<file path="src/rtl/tensor_core_pkg.sv">
// Shared types and sizing for the tensor core sequencer.
package tensor_core_pkg;

    localparam int unsigned DEFAULT_DATA_WIDTH = 8;
    localparam int unsigned MATRIX_DIM         = 4;
    localparam int unsigned NUM_ELEMENTS       = MATRIX_DIM * MATRIX_DIM;

    typedef logic signed [DEFAULT_DATA_WIDTH-1:0] element_t;
    typedef element_t [MATRIX_DIM-1:0][MATRIX_DIM-1:0] matrix_t;

    typedef enum logic [2:0] {
        IDLE,
        LOAD,
        CLEAR,
        START,
        WAIT,
        CAPTURE,
        DRAIN
    } seq_state_t;

endpackage

</file>
<file path="src/rtl/tensor_core_sequencer.sv">
// Streams two 4x4 operands into the tensor core, runs it, and streams the 16 results back out.
module tensor_core_sequencer
    import tensor_core_pkg::*;
#(
    parameter int unsigned DATA_WIDTH = DEFAULT_DATA_WIDTH,
    parameter int unsigned WAIT_LIMIT = 64
) (
    input  logic                                                   clock_in,
    input  logic                                                   reset_in,
    input  logic signed [DATA_WIDTH-1:0]                           in_data,
    input  logic                                                   in_valid,
    output logic                                                   in_ready,
    output logic signed [DATA_WIDTH-1:0]                           out_data,
    output logic                                                   out_valid,
    input  logic                                                   out_ready,
    output logic                                                   out_last,
    output logic                                                   busy,
    output logic                                                   timeout_error,
    output logic                                                   tensor_core_register_file_write_enable,
    output logic                                                   should_start_tensor_core,
    output logic [MATRIX_DIM-1:0][MATRIX_DIM-1:0][DATA_WIDTH-1:0] tensor_core_input1,
    output logic [MATRIX_DIM-1:0][MATRIX_DIM-1:0][DATA_WIDTH-1:0] tensor_core_input2,
    input  logic [MATRIX_DIM-1:0][MATRIX_DIM-1:0][DATA_WIDTH-1:0] tensor_core_output,
    input  logic                                                   is_done_with_calculation
);

    localparam int unsigned WAIT_CNT_W = $clog2(WAIT_LIMIT + 1);

    seq_state_t                                             r_state;
    seq_state_t                                             w_state_next;
    logic [4:0]                                             r_load_idx;
    logic [WAIT_CNT_W-1:0]                                  r_wait_cnt;
    logic [WAIT_CNT_W-1:0]                                  w_wait_inc;
    logic [3:0]                                             r_drain_idx;
    logic [MATRIX_DIM-1:0][MATRIX_DIM-1:0][DATA_WIDTH-1:0]  r_a;
    logic [MATRIX_DIM-1:0][MATRIX_DIM-1:0][DATA_WIDTH-1:0]  r_b;
    logic [MATRIX_DIM-1:0][MATRIX_DIM-1:0][DATA_WIDTH-1:0]  r_result;
    logic                                                   r_timeout;
    logic                                                   w_timeout_hit;
    logic                                                   w_in_fire;
    logic                                                   w_out_fire;

    assign w_in_fire          = in_valid && in_ready;
    assign w_out_fire         = out_valid && out_ready;
    assign w_wait_inc         = r_wait_cnt + 1'b1;
    assign timeout_error      = r_timeout;
    assign tensor_core_input1 = r_a;
    assign tensor_core_input2 = r_b;

    always_comb begin
        w_state_next                           = r_state;
        w_timeout_hit                          = 1'b0;
        in_ready                               = 1'b0;
        out_valid                              = 1'b0;
        out_data                               = '0;
        out_last                               = 1'b0;
        busy                                   = (r_state != IDLE);
        tensor_core_register_file_write_enable = 1'b0;
        should_start_tensor_core               = 1'b0;
        case (r_state)
            IDLE: begin
                // Held low while reset is asserted so nothing is accepted during reset.
                in_ready = !reset_in;
                if (in_valid && !reset_in) w_state_next = LOAD;
            end
            LOAD: begin
                in_ready = !reset_in;
                if (in_valid && r_load_idx == 5'(2 * NUM_ELEMENTS - 1)) w_state_next = CLEAR;
            end
            CLEAR: begin
                tensor_core_register_file_write_enable = 1'b1;
                w_state_next                           = START;
            end
            START: begin
                should_start_tensor_core = 1'b1;
                w_state_next             = WAIT;
            end
            WAIT: begin
                // Completion wins over a timeout landing in the same cycle.
                if (is_done_with_calculation) begin
                    w_state_next = CAPTURE;
                end else if (w_wait_inc == WAIT_CNT_W'(WAIT_LIMIT)) begin
                    w_timeout_hit = 1'b1;
                    w_state_next  = IDLE;
                end
            end
            CAPTURE: w_state_next = DRAIN;
            DRAIN: begin
                out_valid = 1'b1;
                out_data  = r_result[r_drain_idx[3:2]][r_drain_idx[1:0]];
                out_last  = (r_drain_idx == 4'(NUM_ELEMENTS - 1));
                if (out_ready && out_last) w_state_next = IDLE;
            end
            default: w_state_next = IDLE;
        endcase
    end

    always_ff @(posedge clock_in or posedge reset_in) begin
        if (reset_in) begin
            r_state     <= IDLE;
            r_load_idx  <= '0;
            r_wait_cnt  <= '0;
            r_drain_idx <= '0;
            r_a         <= '0;
            r_b         <= '0;
            r_result    <= '0;
            r_timeout   <= 1'b0;
        end else begin
            r_state <= w_state_next;
            if (w_in_fire) begin
                // Index bit 4 selects B; the low bits give row-major position.
                if (r_load_idx[4]) r_b[r_load_idx[3:2]][r_load_idx[1:0]] <= in_data;
                else               r_a[r_load_idx[3:2]][r_load_idx[1:0]] <= in_data;
                r_load_idx <= r_load_idx + 5'd1;
                if (r_state == IDLE) r_timeout <= 1'b0;
            end
            if (r_state == START)     r_wait_cnt <= '0;
            else if (r_state == WAIT) r_wait_cnt <= w_wait_inc;
            if (w_timeout_hit) r_timeout <= 1'b1;
            if (r_state == CAPTURE) begin
                r_result    <= tensor_core_output;
                r_drain_idx <= '0;
            end else if (w_out_fire) begin
                r_drain_idx <= r_drain_idx + 4'd1;
            end
        end
    end

endmodule

</file>
<file path="config.mk">
export PLATFORM = sky130hd
export DESIGN_NAME = tensor_core_sequencer
export DESIGN_NICKNAME = d
export VERILOG_FILES = /design/src/rtl/tensor_core_pkg.sv /design/src/rtl/tensor_core_sequencer.sv
export SDC_FILE = /design/constraint.sdc
export NUM_CORES = 1
export LEC_CHECK = 0
export CORE_ASPECT_RATIO = 0.75
export CORE_MARGIN = 3
export CORE_UTILIZATION = 54
export CTS_CLUSTER_SIZE = 8
export DETAILED_ROUTE_END_ITERATION = 6
export GPL_TIMING_DRIVEN = 1
export PLACE_DENSITY = 0.88
export SYNTH_ARGS = -nofsm -noshare
export SYNTH_HDL_FRONTEND = slang
export SYNTH_SLANG_ARGS = --single-unit
</file>
<file path="constraint.sdc">
create_clock -name clock_in -period 38.5 [get_ports clock_in]
set_clock_uncertainty 0.15 [all_clocks]
set_input_delay 5.775 -clock clock_in [delete_from_list [all_inputs] [get_ports clock_in]]
set_output_delay 5.775 -clock clock_in [all_outputs]
set_load 0.05 [all_outputs]
</file>
==> impl_metrics.env, run 1 <==
export IMPL_critPathMostFrequentCell="clkdlybuf4s50_1"
export IMPL_ant_nets=0
export IMPL_min_to="r_result[27]"
export IMPL_overflow=0
export IMPL_die_area_um2=33220
export IMPL_synth_area_um2=16760
export IMPL_ys_ff_latch=404
export IMPL_cts_buffers=56
export IMPL_rsz0062_at_grt="no"
export IMPL_cts_tree="done"
export IMPL_seq_area_um2=10110
export IMPL_cts_hold_buf=0
export IMPL_p_sw_mw=0.6180
export IMPL_clockBufferDepth=3
export IMPL_drt_first_iter_violations=806
export IMPL_power_frac_clock_pct=26.5
export IMPL_drcViolationCount=0
export IMPL_antenna_found_initial=1
export IMPL_grt_first_pass_wirelength_um=73970
export IMPL_worst_ep_required_time_ns=32.58
export IMPL_tightest_slew_ns=1.167
export IMPL_intPower_mw=1.008
export IMPL_dr_total_vias=12370
export IMPL_start_kind="primary input"
export IMPL_synth_edf_count=0
export IMPL_whs_path_depth=2
export IMPL_seqPwrFrac_pct=38.4
export IMPL_wirelength_um=49060
export IMPL_min_period_ns=13.60
export IMPL_synth_top_cell_by_area="dfrtp_1"
export IMPL_relSlewSlack_pct=22.03
export IMPL_slowest_stage="clkdlybuf4s50_1"
export IMPL_initial_core_util_pct=55.24
export IMPL_synth_area_leaders="dfrtp_1, mux2_2, nand2_1"
export IMPL_row_count=55
export IMPL_rr_startpoint="r_state[2]"
export IMPL_worst_slack_ns=24.90
export IMPL_synth_cell_type_count=54
export IMPL_leakagePower_nw=10.77
export IMPL_core_area_um2=30350
export IMPL_crit_fanout=5
export IMPL_viasPerCell=5.690
export IMPL_min_delay_start="r_result[27]"
export IMPL_hold_viol_final=0
export IMPL_grt_start_max_net_pins=175
export IMPL_h_tree_depth=2
export IMPL_dp_slack_ns=24.94
export IMPL_fmax_mhz=73.55
export IMPL_p_comb_share_pct=35.2
export IMPL_cts_setup_buffers=0
export IMPL_cts_clk_slew_worst_paths_ns=0.05
export IMPL_period_share_pct=35.31
export IMPL_nets=1920
export IMPL_path_cells="clkdlybuf4s50_1 -> nor3_1 -> clkdlybuf4s50_1"
export IMPL_clkSinkCount=404
export IMPL_synth_main_ff_cell="dfrtp_1"
export IMPL_post_drt_wl_per_cell_um=22.57
export IMPL_crit_arrival_ns=7.67
export IMPL_multi_input_area_um2=6317
export IMPL_area_growth_pct=34.86
export IMPL_root_buffer="clkbuf_16"
export IMPL_firstDrtPassIters=5
export IMPL_reg2reg_depth=4
export IMPL_fill_cells=1881
export IMPL_synthArstFlopShare_pct=100.0
export IMPL_yosysSeqAreaShare_pct=60.31
export IMPL_yosysWarnings=0
export IMPL_critPathMaxStageDelay_ns=0.89
export IMPL_grt_pass1_vias=12720
export IMPL_die_w_um=209.5
export IMPL_end_kind="primary output"
export IMPL_synth_top_area_share_pct=60.31
export IMPL_place_port_buffers=411
export IMPL_slew_viol_final=0
export IMPL_setup_viol=0
export IMPL_insertion_delay_ns=0.56
export IMPL_synth_cells=1372
export IMPL_crit_type="in -> out"
export IMPL_cap_viol_max_count=0
export IMPL_fin_setup_tns_ns=0
export IMPL_grt_usage_pct=28.66
export IMPL_place_gp_congestion=0.8332
export IMPL_path_buf_inv=2
export IMPL_r2r_slack_ns=35.39
export IMPL_pin_count=412
export IMPL_rr_endpoint="tensor_core_input2[34]"
export IMPL_swShare_pct=38.01
export IMPL_die_h_um=158.6
export IMPL_powerDensity_nw_per_um2=71.93
export IMPL_peakVddDrop_uv=53.29
export IMPL_dp_hpwl_um=33130
export IMPL_syn_num_nets=1520
export IMPL_ctsResizeCount=0
export IMPL_path_delay_family="buffers and inverters"
export IMPL_drive_above_1_share_pct=20.74
export IMPL_outcome="complete, no violations"
export IMPL_min_path_type="reg -> reg"
export IMPL_avgSynthCellArea_um2=12.22
==> cells in the final DEF, fill, tap and decap left out, types with 2 or more instances in the layout <==
cell type / instances
nand3_1: 6
nor3b_1: 2
nor2b_1: 4
nor3_4: 7
nor2_4: 4
clkbuf_16: 56
mux2i_1: 17
or3_1: 3
xnor2_1: 4
mux2_1: 24
nor2_1: 26
o21ai_0: 12
dfrtp_1: 403
nand2_1: 406
xor2_1: 2
buf_2: 3
a21oi_1: 16
nand2_2: 13
o31ai_1: 8
inv_1: 3
nand4_1: 3
nand2b_1: 7
nor3_1: 5
and2_1: 2
ha_1: 7
nand3b_1: 2
mux4_2: 15
mux2_2: 250
clkdlybuf4s50_1: 408
o22ai_1: 10
buf_4: 10
a221oi_1: 7
a31oi_1: 2
==> metal layers <==
metal	GRT usage [%]	share of wire, %	up-vias	wire, µm
met4	12.40	4.5	0	2220
met3	5.889	6.4	136	3163
li1	-	-	5413	-
met5	0	0	-	0
met1	37.14	40	6292	19720
met2	47.68	49	529	23950
==> how the worst max path moves through the flow <==
stage / start / to / cells past startpoint
global placement: reset_in / in_ready / 3
detailed placement: reset_in / in_ready / 3
floorplan: reset_in / r_drain_idx[0] / 1
global route: reset_in / in_ready / 3
finish: reset_in / in_ready / 3
CTS: reset_in / in_ready / 3
==> registers in the layout, indices dropped and copies added (netlist names) <==
name and count:
timeout_error 1, r_wait_cnt 7, r_result 128, r_load_idx 5, r_drain_idx 4, tensor_core_input1 128, tensor_core_input2 128, r_state 3
==> cell usage after synthesis, drive strengths merged (2+ instances only) <==
| library cell | instances |
|---|---|
| dfrtp | 404 |
| mux2i | 17 |
| buf | 21 |
| o22ai | 10 |
| a31oi | 2 |
| o21ai | 12 |
| inv | 4 |
| a221oi | 7 |
| clkbuf | 59 |
| nor3b | 2 |
| ha | 7 |
| mux4 | 15 |
| and2 | 2 |
| xor2 | 2 |
| nand2 | 419 |
| nand3b | 2 |
| nand3 | 6 |
| mux2 | 274 |
| a21oi | 16 |
| o31ai | 8 |
| nand4 | 3 |
| nor2b | 4 |
| or3 | 3 |
| nor3 | 13 |
| xnor2 | 4 |
| nor2 | 31 |
| nand2b | 7 |
==> area by class of cell <==
type                    count  share of cell area (%)
diodes                      1                 0.01107
clock buffers              57                   6.215
clock inverters             3                  0.2435
inverters                   4                 0.09962
multi-input cells         884                   27.94
flip-flops and latches    404                   44.73
well taps                 399                   2.208
repair buffers            422                   18.55
==> worst reg2reg max path: stages (launching register included) <==
cell and delay [ns]:
dfrtp_1 0.63, nand4bb_1 0.76, nor2_1 0.60, nand2_1 0.42
mux2_2 0.43
==> cells by family (layout without fill, tap and decap cells) <==
kind of cell    after synthesis  in the layout  share of synthesized area (%)
xor+xnor                      6              6                         0.3135
mux                         306            306                          21.44
other cells                   0              1                              0
fa+ha+maj                     7              7                         0.5224
compound gates               63             63                          2.403
flops                       404            404                          60.31
buf+inv                      84            486                          2.067
simple gates                502            502                          12.95
==> through the flow <==
stage               cells  total power, mW  utilization [%]  instance area (µm²)  hold slack (ns)
global route         2174            1.701            74.49                22610           0.3382
detailed placement   2113            1.194            69.67                21140           0.3081
global placement     2113            1.169            69.67                21140           0.3044
floorplan            1372           0.9978                -                16760           0.2901
CTS                  2173            1.634            74.48                22600           0.3234
finish               2174            1.626            74.49                22610           0.3218
==> power groups by stage <==
stage | logic, mW | registers, mW | clock network, mW
floorplan | 0.239 | 0.759 | 0
global placement | 0.552 | 0.617 | 0
detailed placement | 0.568 | 0.626 | 0
CTS | 0.574 | 0.622 | 0.438
global route | 0.608 | 0.637 | 0.456
finish | 0.572 | 0.624 | 0.430
Power figures use the tool's default switching activity.
==> run 2: changes to the inputs <==
CORE_UTILIZATION = 50   (was 54)
PLACE_DENSITY = 0.83   (was 0.88)
clock period = 13 ns   (was 38.5 ns; I/O delays follow)
==> impl_metrics.env, run 2 (synthesis results as in run 1) <==
export IMPL_outcome="complete, no violations"
export IMPL_antenna_found_initial=1
export IMPL_total_power_mw=4.790
export IMPL_die_area_um2=35780
export IMPL_intPower_mw=2.968
export IMPL_grt_first_pass_wirelength_um=73170
export IMPL_grtUsageMet3_pct=5.003
export IMPL_h_tree_depth=2
export IMPL_row_count=57
export IMPL_root_buffer="clkbuf_16"
export IMPL_drive_above_1_share_pct=20.92
export IMPL_grt_pass1_vias=12640
export IMPL_area_growth_pct=34.86
export IMPL_dr_total_vias=12220
export IMPL_setup_viol=0
export IMPL_met2_usage_pct=43.46
export IMPL_crit_type="in -> out"
export IMPL_peakVddDrop_uv=138.1
export IMPL_cts_setup_buffers=0
export IMPL_die_h_um=164.6
export IMPL_drcViolationCount=0
export IMPL_cts_clk_slew_worst_paths_ns=0.05
export IMPL_min_path_type="reg -> reg"
export IMPL_end_kind="primary output"
export IMPL_grt_usage_pct=26.30
export IMPL_place_port_buffers=411
export IMPL_drt_first_iter_violations=1010
export IMPL_ant_nets=0
export IMPL_ctsResizeCount=0
export IMPL_crit_arrival_ns=3.80
export IMPL_slew_viol_final=0
export IMPL_grt_busiest_layer="met2"
export IMPL_insertion_delay_ns=0.57
export IMPL_dp_hpwl_um=33140
export IMPL_worst_ep_required_time_ns=10.90
export IMPL_pin_count=412
export IMPL_wirelength_um=47620
export IMPL_rsz0062_at_grt="no"
export IMPL_p_comb_share_pct=35.2
export IMPL_final_cell_mix="nand2_1, clkdlybuf4s50_1, dfrtp_1"
export IMPL_use_met1_pct=34.96
export IMPL_relSlewSlack_pct=27.45
export IMPL_hold_viol_final=0
export IMPL_core_area_um2=32740
export IMPL_fin_setup_tns_ns=0
export IMPL_die_w_um=217.4
export IMPL_initial_core_util_pct=51.21
export IMPL_crit_fanout=5
export IMPL_fmax_mhz=169.5
export IMPL_clockBufferDepth=3
export IMPL_seqPwrFrac_pct=38.6
export IMPL_grt_start_max_net_pins=203
export IMPL_cts_tree="done"
export IMPL_period_share_pct=45.39
export IMPL_nets=1917
export IMPL_place_gp_congestion=0.8659
export IMPL_viasPerCell=5.513
export IMPL_clkSinkCount=404
export IMPL_powerDensity_nw_per_um2=211.9
export IMPL_post_drt_wl_per_cell_um=21.49
export IMPL_cts_buffers=56
export IMPL_firstDrtPassIters=5
export IMPL_overflow=0
export IMPL_swShare_pct=38.03
export IMPL_tightest_slew_ns=1.088
export IMPL_power_frac_clock_pct=26.3
export IMPL_p_sw_mw=1.821
export IMPL_leakagePower_nw=10.76
export IMPL_cap_viol_max_count=0
export IMPL_cts_hold_buf=0
export IMPL_start_kind="primary input"
export IMPL_final_common_cell="nand2_1"
export IMPL_min_period_ns=5.901
==> run 2: worst paths after layout <==
check                                   from                 endpoint  slack (ns)  depth (start not counted)
max in group asynchronous           reset_in             r_result[48]        9.23                          4
worst min-delay path            r_result[10]             r_result[10]        0.32                          2
min in group asynchronous           reset_in  tensor_core_input1[103]        2.06                          3
worst min register to register  r_result[10]             r_result[10]        0.32                          2
worst max-delay path                reset_in                 in_ready        7.10                          3
worst max register to register    r_state[2]   tensor_core_input2[60]       10.04                          4
==> run 2: stage by stage <==
stage	util (%)	setup WS [ns]	hold slack (ns)	std cells	cell area, µm²
CTS	69.06	7.106	0.3232	2215	22610
global placement	64.60	7.093	0.3030	2153	21150
global route	69.06	7.111	0.3432	2216	22610
floorplan	-	5.458	0.2901	1372	16770
finish	69.06	7.099	0.3196	2216	22610
detailed placement	64.60	7.107	0.3112	2153	21150
==> run 2: per-layer routing <==
layer / wire [µm] / vias up / part of all wire, %
li1: - / 5417 / -
met1: 19690 / 6220 / 41
met2: 23000 / 457 / 48
met3: 2945 / 122 / 6.2
met4: 1987 / 0 / 4.2
met5: 0 / - / 0
==> run 2: area by class of cell <==
type	instances	area (µm²)
well taps	442	553.0
diodes	1	2.502
inverters	4	18.77
clock inverters	4	50.05
multi-input cells	884	6317
fillers	2208	10130
clock buffers	58	1409
repair buffers	419	4146
flip-flops and latches	404	10110
==> run 2: critical path, stage by stage <==
cell             delay [ns]
clkdlybuf4s50_1        0.54
nor3_1                 0.41
clkdlybuf4s50_1        0.90
==> run 2: power by group through the flow <==
stage	Clock [mW]	Combinational (mW)	Sequential (mW)
after floorplan	0	0.708	2.25
after detailed placement	0	1.68	1.85
after global routing	1.34	1.80	1.89
final	1.26	1.68	1.85
after CTS	1.28	1.69	1.84
after global placement	0	1.64	1.83
==> run 3: changes to the inputs <==
clock period = 5.85 ns   (was 13 ns; I/O delays follow)
==> impl_metrics.env, run 3 (synthesis results as in run 1) <==
export IMPL_grtUsageMet3_pct=5.849
export IMPL_crit_fanout=39
export IMPL_power_frac_clock_pct=26.3
export IMPL_powerDensity_nw_per_um2=474.2
export IMPL_wirelength_um=49350
export IMPL_cts_tree="done"
export IMPL_start_kind="register"
export IMPL_slew_viol_final=0
export IMPL_drcViolationCount=0
export IMPL_min_path_type="reg -> reg"
export IMPL_viasPerCell=5.549
export IMPL_grt_busiest_layer="met2"
export IMPL_crit_type="reg -> out"
export IMPL_drive_above_1_share_pct=20.88
export IMPL_grt_first_pass_wirelength_um=75360
export IMPL_p_comb_share_pct=35.1
export IMPL_die_area_um2=35780
export IMPL_cts_clk_slew_worst_paths_ns=0.05
export IMPL_core_area_um2=32740
export IMPL_nets=1918
export IMPL_dp_hpwl_um=34440
export IMPL_post_drt_wl_per_cell_um=22.26
export IMPL_ant_nets=0
export IMPL_rsz0062_at_grt="no"
export IMPL_grt_usage_pct=27.34
export IMPL_clkSinkCount=404
export IMPL_final_common_cell="nand2_1"
export IMPL_swShare_pct=38.21
export IMPL_row_count=57
export IMPL_fill_cells=2290
export IMPL_firstDrtPassIters=5
export IMPL_rr_startpoint="r_state[2]"
export IMPL_pin_count=412
export IMPL_ctsResizeCount=0
export IMPL_p_sw_mw=4.102
export IMPL_clockBufferDepth=3
export IMPL_crit_path_start="r_drain_idx[2]"
export IMPL_area_growth_pct=35.05
export IMPL_dp_slack_ns=1.981
export IMPL_relSlewSlack_pct=15.46
export IMPL_insertion_delay_ns=0.57
export IMPL_drt_first_iter_violations=1088
export IMPL_grt_pass1_vias=12760
export IMPL_die_h_um=164.6
export IMPL_die_w_um=217.4
export IMPL_root_buffer="clkbuf_16"
export IMPL_worst_slack_ns=1.368
export IMPL_h_tree_depth=2
export IMPL_total_power_mw=10.74
export IMPL_overflow=0
export IMPL_r2r_slack_ns=2.92
export IMPL_cts_hold_buf=0
export IMPL_setup_viol=0
export IMPL_tightest_slew_ns=1.268
export IMPL_place_port_buffers=411
export IMPL_outcome="complete, no violations"
export IMPL_endpoint="out_data[5]"
export IMPL_crit_arrival_ns=3.45
export IMPL_cts_setup_buffers=0
export IMPL_cts_buffers=56
export IMPL_intPower_mw=6.634
export IMPL_dpl_cell_area_um2=21170
export IMPL_cap_viol_max_count=0
export IMPL_dr_total_vias=12300
export IMPL_min_period_ns=4.482
export IMPL_grt_start_max_net_pins=145
export IMPL_peakVddDrop_uv=308.8
export IMPL_fmax_mhz=223.1
export IMPL_period_share_pct=76.62
export IMPL_met2_usage_pct=44.64
export IMPL_fin_setup_tns_ns=0
export IMPL_place_gp_congestion=0.9241
export IMPL_seqPwrFrac_pct=38.6
export IMPL_hold_viol_final=0
export IMPL_rr_endpoint="tensor_core_input2[74]"
export IMPL_design_area_um2=22640
export IMPL_antenna_found_initial=2
export IMPL_utilization_pct=69.16
export IMPL_reg2reg_depth=4
export IMPL_leakagePower_nw=10.76
export IMPL_initial_core_util_pct=51.21
export IMPL_use_met1_pct=35.58
export IMPL_end_kind="primary output"
export IMPL_worst_ep_required_time_ns=4.82
export IMPL_final_cell_mix="nand2_1, clkdlybuf4s50_1, dfrtp_1"
[run 3: power by group through the flow]
stage / combinational [mW] / clock [mW] / sequential, mW
CTS: 3.78 / 2.87 / 4.12
finish: 3.77 / 2.82 / 4.14
floorplan: 1.57 / 0 / 4.99
global placement: 3.64 / 0 / 4.13
detailed placement: 3.76 / 0 / 4.15
global route: 4.02 / 2.99 / 4.23
[run 3: per-layer routing]
metal / up-vias / part of all wire, %
met5: - / 0.026
met1: 6188 / 41
li1: 5437 / -
met4: 2 / 4.9
met3: 149 / 6.3
met2: 527 / 48
[run 3: final cells by class]
| class | count | area, µm² | share of cell area, % |
|---|---|---|---|
| tap | 442 | 553.0 | 2.443 |
| timing repair buffer | 420 | 4172 | 18.43 |
| clock buffer | 57 | 1405 | 6.206 |
| multi-input combinational | 884 | 6317 | 27.90 |
| antenna | 3 | 7.507 | 0.03316 |
| clock inverter | 3 | 55.05 | 0.2432 |
| sequential | 404 | 10110 | 44.66 |
| inverter | 4 | 18.77 | 0.08290 |
[run 3: worst min path at each step]
| stage | from | to | cells after the start |
|---|---|---|---|
| after floorplan | r_result[104] | r_result[104] | 2 |
| after global placement | r_result[34] | r_result[34] | 2 |
| after detailed placement | r_result[87] | r_result[87] | 2 |
| after CTS | r_result[87] | r_result[87] | 2 |
| after global routing | r_result[127] | r_result[127] | 2 |
| final | r_result[116] | r_result[116] | 2 |
[run 3: stage by stage]
step / hold WS, ns / std cells
global route: 0.3471 / 2215
floorplan: 0.2901 / 1372
detailed placement: 0.3116 / 2154
global placement: 0.3056 / 2154
finish: 0.3219 / 2217
CTS: 0.3244 / 2214
[run 3: critical path: stages, from the launching register on]
cell             delay [ns]
dfrtp_2                0.63
buf_4                  0.56
mux4_2                 0.56
o21ai_0                0.25
o31ai_1                0.14
clkdlybuf4s50_1        0.72
